===== src/rtl/aq_ifu_inv_sched_if.sv =====
// Request/ack and array-write-port bundle for the IFU invalidation scheduler.
interface aq_ifu_inv_sched_if #(
    parameter int unsigned ICACHE_IDX_W = 8,
    parameter int unsigned BHT_IDX_W    = 9
);
    logic                    ifu_inv_rst_req;
    logic                    cp0_icache_inv_req;
    logic                    cp0_bht_inv_req;
    logic                    icache_inv_stall;
    logic                    icache_inv_wen;
    logic [ICACHE_IDX_W-1:0] icache_inv_idx;
    logic                    bht_inv_wen;
    logic [BHT_IDX_W-1:0]    bht_inv_idx;
    logic                    inv_rst_done;
    logic                    cp0_icache_inv_ack;
    logic                    cp0_bht_inv_ack;
    logic                    inv_busy;

    modport master (
        output ifu_inv_rst_req, cp0_icache_inv_req, cp0_bht_inv_req, icache_inv_stall,
        input  icache_inv_wen, icache_inv_idx, bht_inv_wen, bht_inv_idx,
               inv_rst_done, cp0_icache_inv_ack, cp0_bht_inv_ack, inv_busy
    );

    modport slave (
        input  ifu_inv_rst_req, cp0_icache_inv_req, cp0_bht_inv_req, icache_inv_stall,
        output icache_inv_wen, icache_inv_idx, bht_inv_wen, bht_inv_idx,
               inv_rst_done, cp0_icache_inv_ack, cp0_bht_inv_ack, inv_busy
    );
endinterface


===== src/rtl/aq_ifu_inv_sched.sv =====
// Whole-array icache tag / BHT invalidation sequencer with reset, CP0-icache and CP0-BHT sources.
// Optional BHT walk is enabled by defining AQ_IFU_BHT_INV_EN.
module aq_ifu_inv_sched #(
    parameter int unsigned ICACHE_IDX_W = 8,
    parameter int unsigned BHT_IDX_W    = 9
) (
    input  logic              forever_cpuclk,
    input  logic              cpurst_b,
    aq_ifu_inv_sched_if.slave bus
);
    localparam int unsigned IC_W  = ICACHE_IDX_W;
    localparam int unsigned BHT_W = BHT_IDX_W;

`ifdef AQ_IFU_BHT_INV_EN
    typedef enum logic [1:0] {
        ST_IDLE     = 2'd0,
        ST_IC_WALK  = 2'd1,
        ST_BHT_WALK = 2'd2,
        ST_DONE     = 2'd3
    } state_t;
`else
    typedef enum logic [1:0] {
        ST_IDLE     = 2'd0,
        ST_IC_WALK  = 2'd1,
        ST_DONE     = 2'd3
    } state_t;
`endif

    typedef enum logic [1:0] {
        SRC_NONE = 2'd0,
        SRC_RST  = 2'd1,
        SRC_IC   = 2'd2,
        SRC_BHT  = 2'd3
    } src_t;

    state_t          state;
    src_t            src;
    logic [IC_W-1:0] ic_cnt;
    logic            pend_rst;
    logic            rst_again;
    logic            rst_done_q;
    logic            ic_ack_q;
    logic            bht_ack_q;

    logic            pend_ic;
    logic            pend_bht;
    logic            ic_wen;
    logic            rst_live;

    // Software levels are masked in their ack cycle so a still-high request is not re-taken.
    assign pend_ic  = bus.cp0_icache_inv_req & ~ic_ack_q;
    assign pend_bht = bus.cp0_bht_inv_req & ~bht_ack_q;
    assign ic_wen   = (state == ST_IC_WALK) & ~bus.icache_inv_stall;
    // A reset request landing while a reset walk is owned must trigger another full walk.
    assign rst_live = (src == SRC_RST) | ((state == ST_IDLE) & pend_rst);

`ifdef AQ_IFU_BHT_INV_EN
    logic [BHT_W-1:0] bht_cnt;

    always_ff @(posedge forever_cpuclk or negedge cpurst_b) begin
        if (!cpurst_b) begin
            bht_cnt <= '0;
        end else if (state == ST_BHT_WALK) begin
            bht_cnt <= bht_cnt + BHT_W'(1);
        end
    end

    assign bus.bht_inv_wen = (state == ST_BHT_WALK);
    assign bus.bht_inv_idx = bht_cnt;
`else
    assign bus.bht_inv_wen = 1'b0;
    assign bus.bht_inv_idx = BHT_W'(0);
`endif

    always_ff @(posedge forever_cpuclk or negedge cpurst_b) begin
        if (!cpurst_b) begin
            state      <= ST_IDLE;
            src        <= SRC_NONE;
            ic_cnt     <= '0;
            pend_rst   <= 1'b0;
            rst_again  <= 1'b0;
            rst_done_q <= 1'b0;
            ic_ack_q   <= 1'b0;
            bht_ack_q  <= 1'b0;
        end else begin
            rst_done_q <= 1'b0;
            ic_ack_q   <= 1'b0;
            bht_ack_q  <= 1'b0;

            if (bus.ifu_inv_rst_req) begin
                pend_rst <= 1'b1;
                if (rst_live) begin
                    rst_again <= 1'b1;
                end
            end

            case (state)
                ST_IDLE: begin
                    if (pend_rst) begin
                        src   <= SRC_RST;
                        state <= ST_IC_WALK;
                    end else if (pend_ic) begin
                        src   <= SRC_IC;
                        state <= ST_IC_WALK;
                    end else if (pend_bht) begin
                        src   <= SRC_BHT;
`ifdef AQ_IFU_BHT_INV_EN
                        state <= ST_BHT_WALK;
`else
                        state <= ST_DONE;
`endif
                    end
                end
                ST_IC_WALK: begin
                    if (ic_wen) begin
                        ic_cnt <= ic_cnt + IC_W'(1);
                        if (ic_cnt == '1) begin
`ifdef AQ_IFU_BHT_INV_EN
                            state <= (src == SRC_RST) ? ST_BHT_WALK : ST_DONE;
`else
                            state <= ST_DONE;
`endif
                        end
                    end
                end
`ifdef AQ_IFU_BHT_INV_EN
                ST_BHT_WALK: begin
                    if (bht_cnt == '1) begin
                        state <= ST_DONE;
                    end
                end
`endif
                ST_DONE: begin
                    case (src)
                        SRC_RST: begin
                            rst_done_q <= 1'b1;
                            pend_rst   <= rst_again | bus.ifu_inv_rst_req;
                            rst_again  <= 1'b0;
                        end
                        SRC_IC:  ic_ack_q  <= 1'b1;
                        SRC_BHT: bht_ack_q <= 1'b1;
                        default: ;
                    endcase
                    src   <= SRC_NONE;
                    state <= ST_IDLE;
                end
                default: state <= ST_IDLE;
            endcase
        end
    end

    assign bus.icache_inv_wen     = ic_wen;
    assign bus.icache_inv_idx     = ic_cnt;
    assign bus.inv_rst_done       = rst_done_q;
    assign bus.cp0_icache_inv_ack = ic_ack_q;
    assign bus.cp0_bht_inv_ack    = bht_ack_q;
    assign bus.inv_busy           = (state != ST_IDLE);
endmodule


===== src/flat_wrapper.sv =====
// flat-port wrapper written by rule: the top's interface ports become plain ports
module aq_ifu_inv_sched_flat 
#(
    parameter int unsigned ICACHE_IDX_W = 8,
    parameter int unsigned BHT_IDX_W    = 9
)
  (forever_cpuclk, cpurst_b, bus_ifu_inv_rst_req, bus_cp0_icache_inv_req, bus_cp0_bht_inv_req, bus_icache_inv_stall, bus_icache_inv_wen, bus_icache_inv_idx, bus_bht_inv_wen, bus_bht_inv_idx, bus_inv_rst_done, bus_cp0_icache_inv_ack, bus_cp0_bht_inv_ack, bus_inv_busy);
  aq_ifu_inv_sched_if #(.ICACHE_IDX_W(ICACHE_IDX_W), .BHT_IDX_W(BHT_IDX_W)) bus_i ();
  input  logic forever_cpuclk;
  input  logic cpurst_b;
  input wire logic [$bits(bus_i.ifu_inv_rst_req)-1:0] bus_ifu_inv_rst_req;
  input wire logic [$bits(bus_i.cp0_icache_inv_req)-1:0] bus_cp0_icache_inv_req;
  input wire logic [$bits(bus_i.cp0_bht_inv_req)-1:0] bus_cp0_bht_inv_req;
  input wire logic [$bits(bus_i.icache_inv_stall)-1:0] bus_icache_inv_stall;
  output wire logic [$bits(bus_i.icache_inv_wen)-1:0] bus_icache_inv_wen;
  output wire logic [$bits(bus_i.icache_inv_idx)-1:0] bus_icache_inv_idx;
  output wire logic [$bits(bus_i.bht_inv_wen)-1:0] bus_bht_inv_wen;
  output wire logic [$bits(bus_i.bht_inv_idx)-1:0] bus_bht_inv_idx;
  output wire logic [$bits(bus_i.inv_rst_done)-1:0] bus_inv_rst_done;
  output wire logic [$bits(bus_i.cp0_icache_inv_ack)-1:0] bus_cp0_icache_inv_ack;
  output wire logic [$bits(bus_i.cp0_bht_inv_ack)-1:0] bus_cp0_bht_inv_ack;
  output wire logic [$bits(bus_i.inv_busy)-1:0] bus_inv_busy;
  assign bus_i.ifu_inv_rst_req = bus_ifu_inv_rst_req;
  assign bus_i.cp0_icache_inv_req = bus_cp0_icache_inv_req;
  assign bus_i.cp0_bht_inv_req = bus_cp0_bht_inv_req;
  assign bus_i.icache_inv_stall = bus_icache_inv_stall;
  assign bus_icache_inv_wen = bus_i.icache_inv_wen;
  assign bus_icache_inv_idx = bus_i.icache_inv_idx;
  assign bus_bht_inv_wen = bus_i.bht_inv_wen;
  assign bus_bht_inv_idx = bus_i.bht_inv_idx;
  assign bus_inv_rst_done = bus_i.inv_rst_done;
  assign bus_cp0_icache_inv_ack = bus_i.cp0_icache_inv_ack;
  assign bus_cp0_bht_inv_ack = bus_i.cp0_bht_inv_ack;
  assign bus_inv_busy = bus_i.inv_busy;
  aq_ifu_inv_sched #(.ICACHE_IDX_W(ICACHE_IDX_W), .BHT_IDX_W(BHT_IDX_W)) u_core (.forever_cpuclk(forever_cpuclk), .cpurst_b(cpurst_b), .bus(bus_i));
endmodule

===== config.mk =====
export PLATFORM = sky130hd
export DESIGN_NAME = aq_ifu_inv_sched_flat
export DESIGN_NICKNAME = d
export VERILOG_FILES = /design/src/rtl/aq_ifu_inv_sched_if.sv /design/src/rtl/aq_ifu_inv_sched.sv /design/src/flat_wrapper.sv
export SDC_FILE = /design/constraint.sdc
export NUM_CORES = 1
export LEC_CHECK = 0
export CAP_MARGIN = 20
export CORE_ASPECT_RATIO = 1.25
export CORE_MARGIN = 2
export CORE_UTILIZATION = 48
export CTS_CLUSTER_SIZE = 10
export DETAILED_ROUTE_END_ITERATION = 6
export GPL_ROUTABILITY_DRIVEN = 0
export PLACE_DENSITY = 0.91
export REMOVE_ABC_BUFFERS = 1
export SLEW_MARGIN = 20
export SYNTH_ARGS = -nofsm -noshare
export SYNTH_HDL_FRONTEND = slang
export SYNTH_SLANG_ARGS = --single-unit
export TNS_END_PERCENT = 50

===== constraint.sdc =====
create_clock -name forever_cpuclk -period 2.88 [get_ports forever_cpuclk]
set_input_delay 0.576 -clock forever_cpuclk [delete_from_list [all_inputs] [get_ports forever_cpuclk]]
set_output_delay 0.576 -clock forever_cpuclk [all_outputs]
set_load 0.05 [all_outputs]

==> flow_results.xml, run 1 <==
<?xml version="1.0" encoding="UTF-8"?>
<metrics>
  <group name="floorplanning">
    <metric name="top_level_ports" unit="">29</metric>
    <metric name="placementRows" unit="">17</metric>
    <metric name="fp.coreArea" unit="sq mm">0.00179</metric>
    <metric name="fp.dieH" unit="um">53.1</metric>
    <metric name="chipWidth" unit="um">43.3</metric>
    <metric name="initial_core_util" unit="%">51.8</metric>
    <metric name="die_area" unit="sq mm">0.00230</metric>
  </group>
  <group name="grt">
    <metric name="global_route.usage.total" unit="%">17.0</metric>
    <metric name="first_global_vias" unit="">656</metric>
    <metric name="global_route_wire_length_before_repair" unit="um">2880</metric>
    <metric name="overflow" unit="">0</metric>
    <metric name="antenna_violations_before_repair" unit="">0</metric>
    <metric name="largest_net_degree_at_the_start_of_global_routing" unit="">18</metric>
  </group>
  <group name="cts">
    <metric name="holdBufCountCts" unit="">0</metric>
    <metric name="root_cell_of_the_clock_tree" unit="">sky130_fd_sc_hd__clkbuf_4</metric>
    <metric name="cts.sinks" unit="">17</metric>
    <metric name="clkLatencyLatePin" unit="ns">0.29</metric>
    <metric name="max-clock-path-buffers" unit="">2</metric>
    <metric name="depth_of_the_cts_h_tree" unit="">1</metric>
    <metric name="tritoncts" unit="">done</metric>
    <metric name="post_cts.resized_instances" unit="">0</metric>
    <metric name="cts.clk_slew.worst_paths" unit="ns">0.10</metric>
    <metric name="postCtsSetupRepairBufs" unit="">0</metric>
    <metric name="cts_made_buffers" unit="">3</metric>
  </group>
  <group name="route">
    <metric name="wl" unit="um">1660</metric>
    <metric name="routed_via_density" unit="">5.17</metric>
    <metric name="drtIter0Drc" unit="">5</metric>
    <metric name="firstDrtPassIters" unit="">4</metric>
    <metric name="routedWlPerCell" unit="um">13.7</metric>
    <metric name="num_vias" unit="">625</metric>
    <metric name="remaining_drc_errors" unit="">0</metric>
    <metric name="postRouteAntennaNets" unit="">0</metric>
  </group>
  <group name="worst_setup_path">
    <metric name="crit_path_end_kind" unit="">output port</metric>
    <metric name="regToRegSetupSlack" unit="ns">1.31</metric>
    <metric name="endpoint" unit="">bus_inv_busy</metric>
    <metric name="cp_data_arrival_time" unit="ns">1.87</metric>
    <metric name="startpoint_type" unit="">register</metric>
    <metric name="origin_of_the_worst_setup_path" unit="">u_core.state[0]</metric>
    <metric name="crit-reg2reg-capture" unit="">u_core.src[1]</metric>
    <metric name="worst-path-max-fanout" unit="">4</metric>
    <metric name="worstSetupPathType" unit="">register to output port</metric>
    <metric name="worstRegToRegCells" unit="">5</metric>
    <metric name="timing.critical_path.required" unit="ns">2.30</metric>
    <metric name="critical_path.reg2reg.startpoint" unit="">u_core.state[0]</metric>
  </group>
  <group name="power">
    <metric name="power_per_cell_area" unit="mW/mm^2">1060</metric>
    <metric name="switching_share" unit="%">47.6</metric>
    <metric name="power_share_of_the_clock_group" unit="%">11.1</metric>
    <metric name="ir_drop" unit="mV">0.656</metric>
    <metric name="leakage_power_total" unit="nW">0.538</metric>
    <metric name="power_switching" unit="mW">0.560</metric>
    <metric name="power.share.combinational" unit="%">54.8</metric>
    <metric name="share_seq_of_total_power" unit="%">34.1</metric>
    <metric name="power.internal" unit="mW">0.616</metric>
  </group>
  <group name="logic_synthesis">
    <metric name="postSynthRegisterBits" unit="">17</metric>
    <metric name="yosysUniqueCellTypes" unit="">34</metric>
    <metric name="synth_area_per_cell" unit="sq um">11.4</metric>
    <metric name="yosysTopAreaCell" unit="">sky130_fd_sc_hd__dfrtp_1</metric>
    <metric name="synth-warning-count" unit="">0</metric>
    <metric name="synthesis.area" unit="sq um">926</metric>
    <metric name="synth_seq_area_share" unit="%">45.9</metric>
    <metric name="synth.area.top_cells" unit="">sky130_fd_sc_hd__dfrtp_1 46%, sky130_fd_sc_hd__buf_4 8.1%, sky130_fd_sc_hd__ha_1 5.4%</metric>
    <metric name="synth_largest_type_area_fraction" unit="%">45.9</metric>
    <metric name="syn_inst" unit="">81</metric>
  </group>
  <group name="layout">
    <metric name="fin_nets" unit="">113</metric>
    <metric name="final_cell_mix" unit="">17 x sky130_fd_sc_hd__clkdlybuf4s50_1, 17 x sky130_fd_sc_hd__dfrtp_1, 10 x sky130_fd_sc_hd__conb_1, 5 x sky130_fd_sc_hd__inv_1, 5 x sky130_fd_sc_hd__xor2_1</metric>
    <metric name="drive_above_1_share" unit="%">13.7</metric>
    <metric name="area_growth_syn_to_layout" unit="%">20.3</metric>
    <metric name="final_core_utilization" unit="%">62.3</metric>
    <metric name="antennaDiodeCount" unit="">0</metric>
    <metric name="final_cells" unit="">121</metric>
    <metric name="design_area" unit="sq mm">0.00111</metric>
  </group>
  <group name="sta">
    <metric name="max_slew_margin" unit="%">49.2</metric>
    <metric name="timing_worst_slew_pin_value" unit="ns">0.759</metric>
    <metric name="post-route-worst-setup-slack" unit="ns">0.437</metric>
    <metric name="timing.final.hold_violations" unit="">0</metric>
    <metric name="rsz_0062_raised_after_global_routing" unit="">false</metric>
    <metric name="drv_slew" unit="">0</metric>
    <metric name="setup-violations-final" unit="">0</metric>
    <metric name="clock.fmax" unit="MHz">409</metric>
    <metric name="totalNegativeSetupSlack" unit="ns">0</metric>
    <metric name="layout_worst_path_cycle_share" unit="%">84.8</metric>
    <metric name="finalCriticalPeriod" unit="ns">2.44</metric>
    <metric name="finalClockSkew" unit="ns">0.000921</metric>
  </group>
  <group name="placed_design">
    <metric name="placedInstanceArea" unit="sq mm">0.00109</metric>
    <metric name="preCtsSetupSlack" unit="ns">0.730</metric>
    <metric name="detailed_place_hpwl" unit="um">1300</metric>
    <metric name="place.detailed.instances" unit="">117</metric>
    <metric name="numPortBuffers" unit="">18</metric>
  </group>
  <group name="flow_run">
    <metric name="maxCapViolCount" unit="">0</metric>
  </group>
  <group name="status">
    <metric name="run_status" unit="">finished, final reports clean</metric>
  </group>
  <group name="min_path">
    <metric name="timing.hold.worst.class" unit="">register to register</metric>
  </group>
</metrics>
state kept, by name (all words and copies together), names as in the netlist:
register	count
u_core.rst_again	1
u_core.bus.icache_inv_idx	8
u_core.pend_rst	1
u_core.src	2
u_core.bus.cp0_bht_inv_ack	1
u_core.bus.inv_rst_done	1
u_core.bus.cp0_icache_inv_ack	1
u_core.state	2
worst min-delay path by stage:
| stage | slack [ns] | cells past startpoint | endpoint | startpoint |
|---|---|---|---|---|
| detailed placement | 0.48 | 1 | u_core.pend_rst | u_core.rst_again |
| global route | 0.52 | 1 | u_core.pend_rst | u_core.rst_again |
| global placement | 0.46 | 1 | u_core.pend_rst | u_core.rst_again |
| floorplan | 0.28 | 0 | u_core.bus.cp0_bht_inv_ack | cpurst_b |
| finish | 0.51 | 1 | u_core.pend_rst | u_core.rst_again |
| CTS | 0.51 | 1 | u_core.pend_rst | u_core.rst_again |
critical path: stages (launching register included):
cell	delay, ns
sky130_fd_sc_hd__dfrtp_1	0.40
sky130_fd_sc_hd__inv_1	0.09
sky130_fd_sc_hd__ha_1	0.24
sky130_fd_sc_hd__inv_1	0.06
sky130_fd_sc_hd__clkdlybuf4s50_1	0.79
layout make-up:
type	count	area [sq um]
fill	155	673
multi-input combinational	58	440
sequential	17	425
timing repair buffer	18	178
tap	19	23.8
clock buffer	3	22.5
inverter	5	18.8
clock inverter	1	5.00
cells by family after synthesis:
kind of cell,after synthesis,synth area share [%]
other,1,0.405
multiplexers,3,3.92
AO/OA/AOI/OAI,10,10.5
adder cells (fa/ha/maj),4,5.41
buffers and inverters,15,10.1
flip-flops,17,45.9
AND/OR/NAND/NOR,24,17.0
XOR/XNOR,7,6.62
metal layers:
metal	up-vias	global-route usage [%]	wire length, um	part of all wire (%)
met5	-	0	0	0
met4	0	7.58	19	1.1
met3	4	2.73	90	5.4
met2	24	29.6	846	51
met1	298	20.5	699	42
li1	299	-	-	-
power by group through the flow:
| stage | sequential (mW) | combinational, mW | clock (mW) |
|---|---|---|---|
| final | 0.402 | 0.645 | 0.130 |
| after detailed placement | 0.405 | 0.646 | 0 |
| after global placement | 0.399 | 0.629 | 0 |
| after CTS | 0.402 | 0.650 | 0.130 |
| after floorplan | 0.535 | 0.331 | 0 |
| after global routing | 0.414 | 0.687 | 0.141 |
per-stage QoR:
stage	hold slack [ns]	power [mW]
global placement	0.462	1.03
global route	0.519	1.24
detailed placement	0.484	1.05
finish	0.507	1.18
floorplan	0.280	0.866
CTS	0.507	1.18
Yosys cell counts (all sizes together):
| master | n |
|---|---|
| and3 | 2 |
| nor2 | 3 |
| and2 | 1 |
| mux2i | 1 |
| mux2 | 2 |
| xnor2 | 2 |
| nand4b | 1 |
| nand2 | 4 |
| ha | 4 |
| nor3 | 2 |
| o221a | 1 |
| a21boi | 1 |
| a31oi | 1 |
| conb | 1 |
| nor2b | 1 |
| nand3b | 2 |
| and2b | 1 |
| buf | 10 |
| nand4 | 2 |
| o21bai | 1 |
| dfrtp | 17 |
| nand2b | 3 |
| a211o | 1 |
| o211a | 1 |
| inv | 5 |
| o21a | 1 |
| nand3 | 2 |
| o311ai | 2 |
| xor2 | 5 |
| a21o | 1 |
(Power assumes the default switching activity.)
==> inputs of run 2 (changes only) <==
--- a/config.mk
+++ b/config.mk
@@ -8,11 +8,11 @@
 export CAP_MARGIN = 20
 export CORE_ASPECT_RATIO = 1.25
 export CORE_MARGIN = 2
-export CORE_UTILIZATION = 48
+export CORE_UTILIZATION = 41
 export CTS_CLUSTER_SIZE = 10
 export DETAILED_ROUTE_END_ITERATION = 6
 export GPL_ROUTABILITY_DRIVEN = 0
-export PLACE_DENSITY = 0.91
+export PLACE_DENSITY = 0.84
 export REMOVE_ABC_BUFFERS = 1
 export SLEW_MARGIN = 20
 export SYNTH_ARGS = -nofsm -noshare
==> constraint.sdc (replaced) <==
create_clock -name forever_cpuclk -period 2.02 [get_ports forever_cpuclk]
set_input_delay 0.404 -clock forever_cpuclk [delete_from_list [all_inputs] [get_ports forever_cpuclk]]
set_output_delay 0.404 -clock forever_cpuclk [all_outputs]
set_load 0.05 [all_outputs]
==> run 2 against run 1 <==
  * Worst setup slack lost 0.36 ns
  * Sequential power grew 43%
  * First-iteration DRC count grew 40%
  * Global-route usage shrank 2.6 points
  * Final area grew 4.4%
  * Largest cell class unchanged
  * Highest routed layer unchanged
==> flow_results.xml, run 2 (synthesis results as in run 1) <==
<?xml version="1.0" encoding="UTF-8"?>
<metrics>
  <group name="grt">
    <metric name="first_global_vias" unit="">670</metric>
    <metric name="global_route_wire_length_before_repair" unit="um">2820</metric>
    <metric name="global_route.usage.total" unit="%">14.4</metric>
    <metric name="antenna_violations_before_repair" unit="">0</metric>
    <metric name="overflow" unit="">0</metric>
    <metric name="largest_net_degree_at_the_start_of_global_routing" unit="">18</metric>
  </group>
  <group name="worst_setup_path">
    <metric name="timing.critical_path.required" unit="ns">1.62</metric>
    <metric name="worst-path-max-fanout" unit="">4</metric>
    <metric name="critical_path.cell_chain" unit="">clkdlybuf4s50_1</metric>
    <metric name="crit-reg2reg-capture" unit="">u_core.src[1]</metric>
    <metric name="crit_path_end_kind" unit="">output port</metric>
    <metric name="critical_path.reg2reg.startpoint" unit="">u_core.state[0]</metric>
    <metric name="cp_data_arrival_time" unit="ns">1.54</metric>
    <metric name="maximum_cell_stage_delay_along_the_critical_path" unit="ns">0.83</metric>
    <metric name="cp_num_buf_inv" unit="">1</metric>
    <metric name="startpoint_type" unit="">register</metric>
    <metric name="worstSetupPathType" unit="">register to output port</metric>
    <metric name="cpMaxStageDelayCell" unit="">sky130_fd_sc_hd__clkdlybuf4s50_1</metric>
    <metric name="worstRegToRegCells" unit="">5</metric>
    <metric name="regToRegSetupSlack" unit="ns">0.41</metric>
    <metric name="cell_type_group_with_the_largest_total_delay_on_the_critical_path" unit="">buffers and inverters</metric>
  </group>
  <group name="power">
    <metric name="ir_drop" unit="mV">1.07</metric>
    <metric name="power.share.combinational" unit="%">56.5</metric>
    <metric name="share_seq_of_total_power" unit="%">33.3</metric>
    <metric name="power_share_of_the_clock_group" unit="%">10.2</metric>
    <metric name="power_switching" unit="mW">0.797</metric>
    <metric name="leakage_power_total" unit="nW">0.577</metric>
    <metric name="switching_share" unit="%">46.3</metric>
    <metric name="power.internal" unit="mW">0.926</metric>
    <metric name="power_per_cell_area" unit="mW/mm^2">1480</metric>
  </group>
  <group name="cts">
    <metric name="cts.sinks" unit="">17</metric>
    <metric name="post_cts.resized_instances" unit="">0</metric>
    <metric name="max-clock-path-buffers" unit="">2</metric>
    <metric name="clkLatencyLatePin" unit="ns">0.29</metric>
    <metric name="tritoncts" unit="">done</metric>
    <metric name="depth_of_the_cts_h_tree" unit="">1</metric>
    <metric name="root_cell_of_the_clock_tree" unit="">sky130_fd_sc_hd__clkbuf_4</metric>
    <metric name="cts_made_buffers" unit="">3</metric>
    <metric name="cts.clk_slew.worst_paths" unit="ns">0.10</metric>
    <metric name="holdBufCountCts" unit="">0</metric>
    <metric name="postCtsSetupRepairBufs" unit="">0</metric>
  </group>
  <group name="flow_run">
    <metric name="maxCapViolCount" unit="">0</metric>
  </group>
  <group name="route">
    <metric name="firstDrtPassIters" unit="">4</metric>
    <metric name="postRouteAntennaNets" unit="">0</metric>
    <metric name="remaining_drc_errors" unit="">0</metric>
    <metric name="routedWlPerCell" unit="um">12.8</metric>
    <metric name="wl" unit="um">1710</metric>
    <metric name="routed_via_density" unit="">4.79</metric>
    <metric name="num_vias" unit="">642</metric>
    <metric name="drtIter0Drc" unit="">7</metric>
  </group>
  <group name="placed_design">
    <metric name="numPortBuffers" unit="">18</metric>
    <metric name="detailed_place_hpwl" unit="um">1370</metric>
  </group>
  <group name="layout">
    <metric name="drive_above_1_share" unit="%">16.5</metric>
    <metric name="final_cell_mix" unit="">17 x sky130_fd_sc_hd__dfrtp_1, 13 x sky130_fd_sc_hd__clkdlybuf4s50_1, 10 x sky130_fd_sc_hd__conb_1, 5 x sky130_fd_sc_hd__inv_1, 5 x sky130_fd_sc_hd__xor2_1</metric>
    <metric name="largest_register_ff_count" unit="">8</metric>
    <metric name="multiInputGateArea" unit="sq um">443</metric>
    <metric name="ff_latch_area" unit="sq um">425</metric>
    <metric name="layout_commonest_cell" unit="">sky130_fd_sc_hd__dfrtp_1</metric>
    <metric name="area_growth_syn_to_layout" unit="%">25.5</metric>
    <metric name="antennaDiodeCount" unit="">0</metric>
    <metric name="fillerInstances" unit="">195</metric>
    <metric name="fin_nets" unit="">114</metric>
  </group>
  <group name="sta">
    <metric name="setup-violations-final" unit="">0</metric>
    <metric name="totalNegativeSetupSlack" unit="ns">0</metric>
    <metric name="rsz_0062_raised_after_global_routing" unit="">false</metric>
    <metric name="finalClockSkew" unit="ns">0.00941</metric>
    <metric name="finalCriticalPeriod" unit="ns">1.94</metric>
    <metric name="layout_worst_path_cycle_share" unit="%">96.2</metric>
    <metric name="timing.final.hold_violations" unit="">0</metric>
    <metric name="drv_slew" unit="">0</metric>
    <metric name="clock.fmax" unit="MHz">514</metric>
    <metric name="finalHoldWorstSlack" unit="ns">0.434</metric>
    <metric name="max_slew_margin" unit="%">65.9</metric>
    <metric name="timing_worst_slew_pin_value" unit="ns">0.511</metric>
  </group>
  <group name="min_path">
    <metric name="timing.hold.worst.class" unit="">input port to asynchronous set/reset pin</metric>
  </group>
  <group name="floorplanning">
    <metric name="fp.coreArea" unit="sq mm">0.00216</metric>
    <metric name="fp.dieH" unit="um">57.1</metric>
    <metric name="initial_core_util" unit="%">42.8</metric>
    <metric name="chipWidth" unit="um">46.5</metric>
    <metric name="die_area" unit="sq mm">0.00266</metric>
    <metric name="placementRows" unit="">19</metric>
    <metric name="top_level_ports" unit="">29</metric>
  </group>
  <group name="status">
    <metric name="run_status" unit="">finished, final reports clean</metric>
  </group>
</metrics>
-- run 2: routing by layer --
| metal | vias to the layer above | wire (um) | global-route usage [%] |
|---|---|---|---|
| li1 | 301 | - | - |
| met1 | 316 | 636 | 15.6 |
| met2 | 23 | 977 | 27.0 |
| met3 | 2 | 79 | 1.90 |
| met4 | 0 | 17 | 4.90 |
| met5 | - | 0 | 0 |
-- run 2: stage by stage --
step	instance area [sq um]	util (%)	instances	setup WS (ns)	total power, mW
global route	1160	53.7	134	0.0105	1.83
CTS	1150	53.4	134	0.0286	1.74
floorplan	885	-	80	0.482	1.23
detailed placement	1130	52.2	130	0.259	1.55
global placement	1130	52.2	130	0.286	1.52
finish	1160	53.7	134	0.0758	1.72
-- run 2: final cells by class --
type / instances / share of cell area, %
clock buffer: 4 / 2.26
sequential: 17 / 36.6
multi-input combinational: 58 / 38.1
tap: 31 / 3.34
inverter: 5 / 1.61
timing repair buffer: 19 / 18.1
-- run 2: worst max-delay path by stage --
stage	slack, ns	cells after the start	end	startpoint
after floorplan	0.48	4	u_core.state[0]	u_core.bus.icache_inv_idx[0]
after global placement	0.29	3	bus_icache_inv_wen	bus_icache_inv_stall
after detailed placement	0.26	3	bus_icache_inv_wen	bus_icache_inv_stall
after CTS	0.03	1	bus_icache_inv_idx[2]	u_core.bus.icache_inv_idx[2]
after global routing	0.01	1	bus_icache_inv_idx[3]	u_core.bus.icache_inv_idx[3]
final	0.08	1	bus_icache_inv_idx[3]	u_core.bus.icache_inv_idx[3]
-- run 2: power by group through the flow --
stage | Clock, mW | Combinational (mW) | Sequential [mW]
floorplan | 0 | 0.471 | 0.763
global placement | 0 | 0.943 | 0.573
detailed placement | 0 | 0.974 | 0.580
CTS | 0.185 | 0.979 | 0.574
global route | 0.203 | 1.04 | 0.593
finish | 0.176 | 0.973 | 0.574
==> inputs of run 3 (changes only) <==
--- a/config.mk
+++ b/config.mk
@@ -7,11 +7,10 @@
 export LEC_CHECK = 0
 export CAP_MARGIN = 20
 export CORE_ASPECT_RATIO = 1.25
-export CORE_MARGIN = 2
+export CORE_MARGIN = 3
 export CORE_UTILIZATION = 41
 export CTS_CLUSTER_SIZE = 10
 export DETAILED_ROUTE_END_ITERATION = 6
-export GPL_ROUTABILITY_DRIVEN = 0
 export PLACE_DENSITY = 0.84
 export REMOVE_ABC_BUFFERS = 1
 export SLEW_MARGIN = 20
==> run 3 against run 2 <==
  * Die area is 8.0% higher
  * Sequential power up 2%
  * Register-to-register slack is essentially flat
  * Flip-flop and latch count unchanged
  * Routed wire length increased by 2.5%
  * Power decreased by 0.35%
  * Utilization increased by 3.2 points
  * Clock power hardly changed
  * Global-route usage shrank 1.1 points
  * Critical endpoint is now bus_icache_inv_idx[6]
==> flow_results.xml, run 3 (synthesis results as in run 1) <==
<?xml version="1.0" encoding="UTF-8"?>
<metrics>
  <group name="flow_run">
    <metric name="maxCapViolCount" unit="">0</metric>
  </group>
  <group name="placed_design">
    <metric name="detailed_place_hpwl" unit="um">1390</metric>
    <metric name="preCtsSetupSlack" unit="ns">0.275</metric>
    <metric name="placedInstanceArea" unit="sq mm">0.00113</metric>
    <metric name="numPortBuffers" unit="">18</metric>
    <metric name="place.gp.congestion" unit="">0.800</metric>
    <metric name="place.detailed.instances" unit="">129</metric>
  </group>
  <group name="grt">
    <metric name="overflow" unit="">0</metric>
    <metric name="global_route.usage.total" unit="%">13.3</metric>
    <metric name="use_met2" unit="%">24.4</metric>
    <metric name="largest_net_degree_at_the_start_of_global_routing" unit="">18</metric>
    <metric name="antenna_violations_before_repair" unit="">0</metric>
    <metric name="first_global_vias" unit="">637</metric>
    <metric name="met1_usage" unit="%">13.5</metric>
    <metric name="grt-busiest-layer" unit="">met2</metric>
    <metric name="global_route_wire_length_before_repair" unit="um">2860</metric>
    <metric name="gr-usage-met3" unit="%">3.27</metric>
  </group>
  <group name="floorplanning">
    <metric name="fp.coreArea" unit="sq mm">0.00205</metric>
    <metric name="die_area" unit="sq mm">0.00287</metric>
    <metric name="initial_core_util" unit="%">45.2</metric>
    <metric name="chipWidth" unit="um">48.5</metric>
    <metric name="fp.dieH" unit="um">59.1</metric>
    <metric name="placementRows" unit="">18</metric>
    <metric name="top_level_ports" unit="">29</metric>
  </group>
  <group name="power">
    <metric name="power_per_cell_area" unit="mW/mm^2">1470</metric>
    <metric name="leakage_power_total" unit="nW">0.617</metric>
    <metric name="ir_drop" unit="mV">0.965</metric>
  </group>
  <group name="sta">
    <metric name="setup-violations-final" unit="">0</metric>
    <metric name="clock.fmax" unit="MHz">515</metric>
    <metric name="post-route-worst-setup-slack" unit="ns">0.0801</metric>
    <metric name="rsz_0062_raised_after_global_routing" unit="">false</metric>
    <metric name="totalNegativeSetupSlack" unit="ns">0</metric>
    <metric name="drv_slew" unit="">0</metric>
    <metric name="max_slew_margin" unit="%">65.5</metric>
    <metric name="finalClockSkew" unit="ns">0.00690</metric>
    <metric name="finalCriticalPeriod" unit="ns">1.94</metric>
    <metric name="timing_worst_slew_pin_value" unit="ns">0.516</metric>
    <metric name="timing.final.hold_violations" unit="">0</metric>
    <metric name="layout_worst_path_cycle_share" unit="%">96.0</metric>
  </group>
  <group name="route">
    <metric name="remaining_drc_errors" unit="">0</metric>
    <metric name="drtIter0Drc" unit="">4</metric>
    <metric name="num_vias" unit="">654</metric>
    <metric name="postRouteAntennaNets" unit="">0</metric>
    <metric name="firstDrtPassIters" unit="">2</metric>
    <metric name="routed_via_density" unit="">4.92</metric>
    <metric name="wl" unit="um">1750</metric>
    <metric name="routedWlPerCell" unit="um">13.2</metric>
  </group>
  <group name="layout">
    <metric name="design_area" unit="sq mm">0.00117</metric>
    <metric name="area_growth_syn_to_layout" unit="%">25.9</metric>
    <metric name="final_cell_mix" unit="">17 x sky130_fd_sc_hd__dfrtp_1, 10 x sky130_fd_sc_hd__conb_1, 10 x sky130_fd_sc_hd__clkdlybuf4s50_1</metric>
    <metric name="largest_register_ff_count" unit="">8</metric>
    <metric name="antennaDiodeCount" unit="">0</metric>
    <metric name="layout_commonest_cell" unit="">sky130_fd_sc_hd__dfrtp_1</metric>
    <metric name="drive_above_1_share" unit="%">15.5</metric>
    <metric name="final_cells" unit="">133</metric>
    <metric name="final_core_utilization" unit="%">56.9</metric>
    <metric name="fin_nets" unit="">114</metric>
  </group>
  <group name="worst_setup_path">
    <metric name="worst-path-max-fanout" unit="">4</metric>
    <metric name="cp_num_buf_inv" unit="">1</metric>
    <metric name="startpoint_type" unit="">register</metric>
    <metric name="worstSetupPathType" unit="">register to output port</metric>
    <metric name="cell_type_group_with_the_largest_total_delay_on_the_critical_path" unit="">buffers and inverters</metric>
    <metric name="maximum_cell_stage_delay_along_the_critical_path" unit="ns">0.83</metric>
    <metric name="cp_data_arrival_time" unit="ns">1.54</metric>
    <metric name="crit_path_end_kind" unit="">output port</metric>
    <metric name="cpMaxStageDelayCell" unit="">sky130_fd_sc_hd__clkdlybuf4s50_1</metric>
    <metric name="timing.critical_path.required" unit="ns">1.62</metric>
    <metric name="critical_path.cell_chain" unit="">clkdlybuf4s50_1</metric>
  </group>
  <group name="cts">
    <metric name="clkLatencyLatePin" unit="ns">0.29</metric>
    <metric name="cts_made_buffers" unit="">3</metric>
    <metric name="root_cell_of_the_clock_tree" unit="">sky130_fd_sc_hd__clkbuf_4</metric>
    <metric name="max-clock-path-buffers" unit="">2</metric>
    <metric name="holdBufCountCts" unit="">0</metric>
    <metric name="tritoncts" unit="">done</metric>
    <metric name="cts.clk_slew.worst_paths" unit="ns">0.09</metric>
    <metric name="depth_of_the_cts_h_tree" unit="">1</metric>
    <metric name="cts.sinks" unit="">17</metric>
  </group>
  <group name="status">
    <metric name="run_status" unit="">finished, final reports clean</metric>
  </group>
  <group name="min_path">
    <metric name="timing.hold.worst.class" unit="">input port to asynchronous set/reset pin</metric>
  </group>
</metrics>
-- run 3: layer usage --
layer | share of wire, % | up-vias
li1 | - | 304
met1 | 40 | 318
met5 | 0 | -
met2 | 51 | 26
met3 | 6.5 | 6
met4 | 2.9 | 0
-- run 3: final timing paths --
path	start	endpoint	slack, ns	cells past startpoint
max	u_core.bus.icache_inv_idx[6]	bus_icache_inv_idx[6]	0.08	1
min	cpurst_b	u_core.bus.cp0_icache_inv_ack	0.43	2
max reg2reg	u_core.state[0]	u_core.src[1]	0.42	5
min reg2reg	u_core.rst_again	u_core.rst_again	0.51	1
max in group asynchronous	cpurst_b	u_core.bus.icache_inv_idx[3]	1.40	2
min in group forever_cpuclk	u_core.rst_again	u_core.rst_again	0.51	1
-- run 3: cell type report --
class / count / area [sq um]
Sequential cell: 17 / 425
Inverter: 5 / 18.8
Timing Repair Buffer: 19 / 218
Multi-Input combinational cell: 58 / 440
Clock buffer: 4 / 26.3
Tap cell: 30 / 37.5
Fill cell: 188 / 883
-- run 3: power by group --
| part | switching, mW | internal, mW | total (mW) |
|---|---|---|---|
| Clock | 0.0981 | 0.0767 | 0.175 |
| Sequential | 0.133 | 0.449 | 0.583 |
| Combinational | 0.568 | 0.391 | 0.959 |
| Total | 0.800 | 0.917 | 1.72 |
-- run 3: per-stage QoR --
step	power, mW	hold slack, ns
6_report	1.72	0.432
5_1_grt	1.82	0.443
4_1_cts	1.74	0.438
3_5_place_dp	1.56	0.490
3_3_place_gp	1.53	0.464
2_1_floorplan	1.23	0.108
-- run 3: timing repair --
action	in CTS	in global routing
resized for setup	0	5
buffers inserted	0	0
endpoints found under the setup margin	0	5
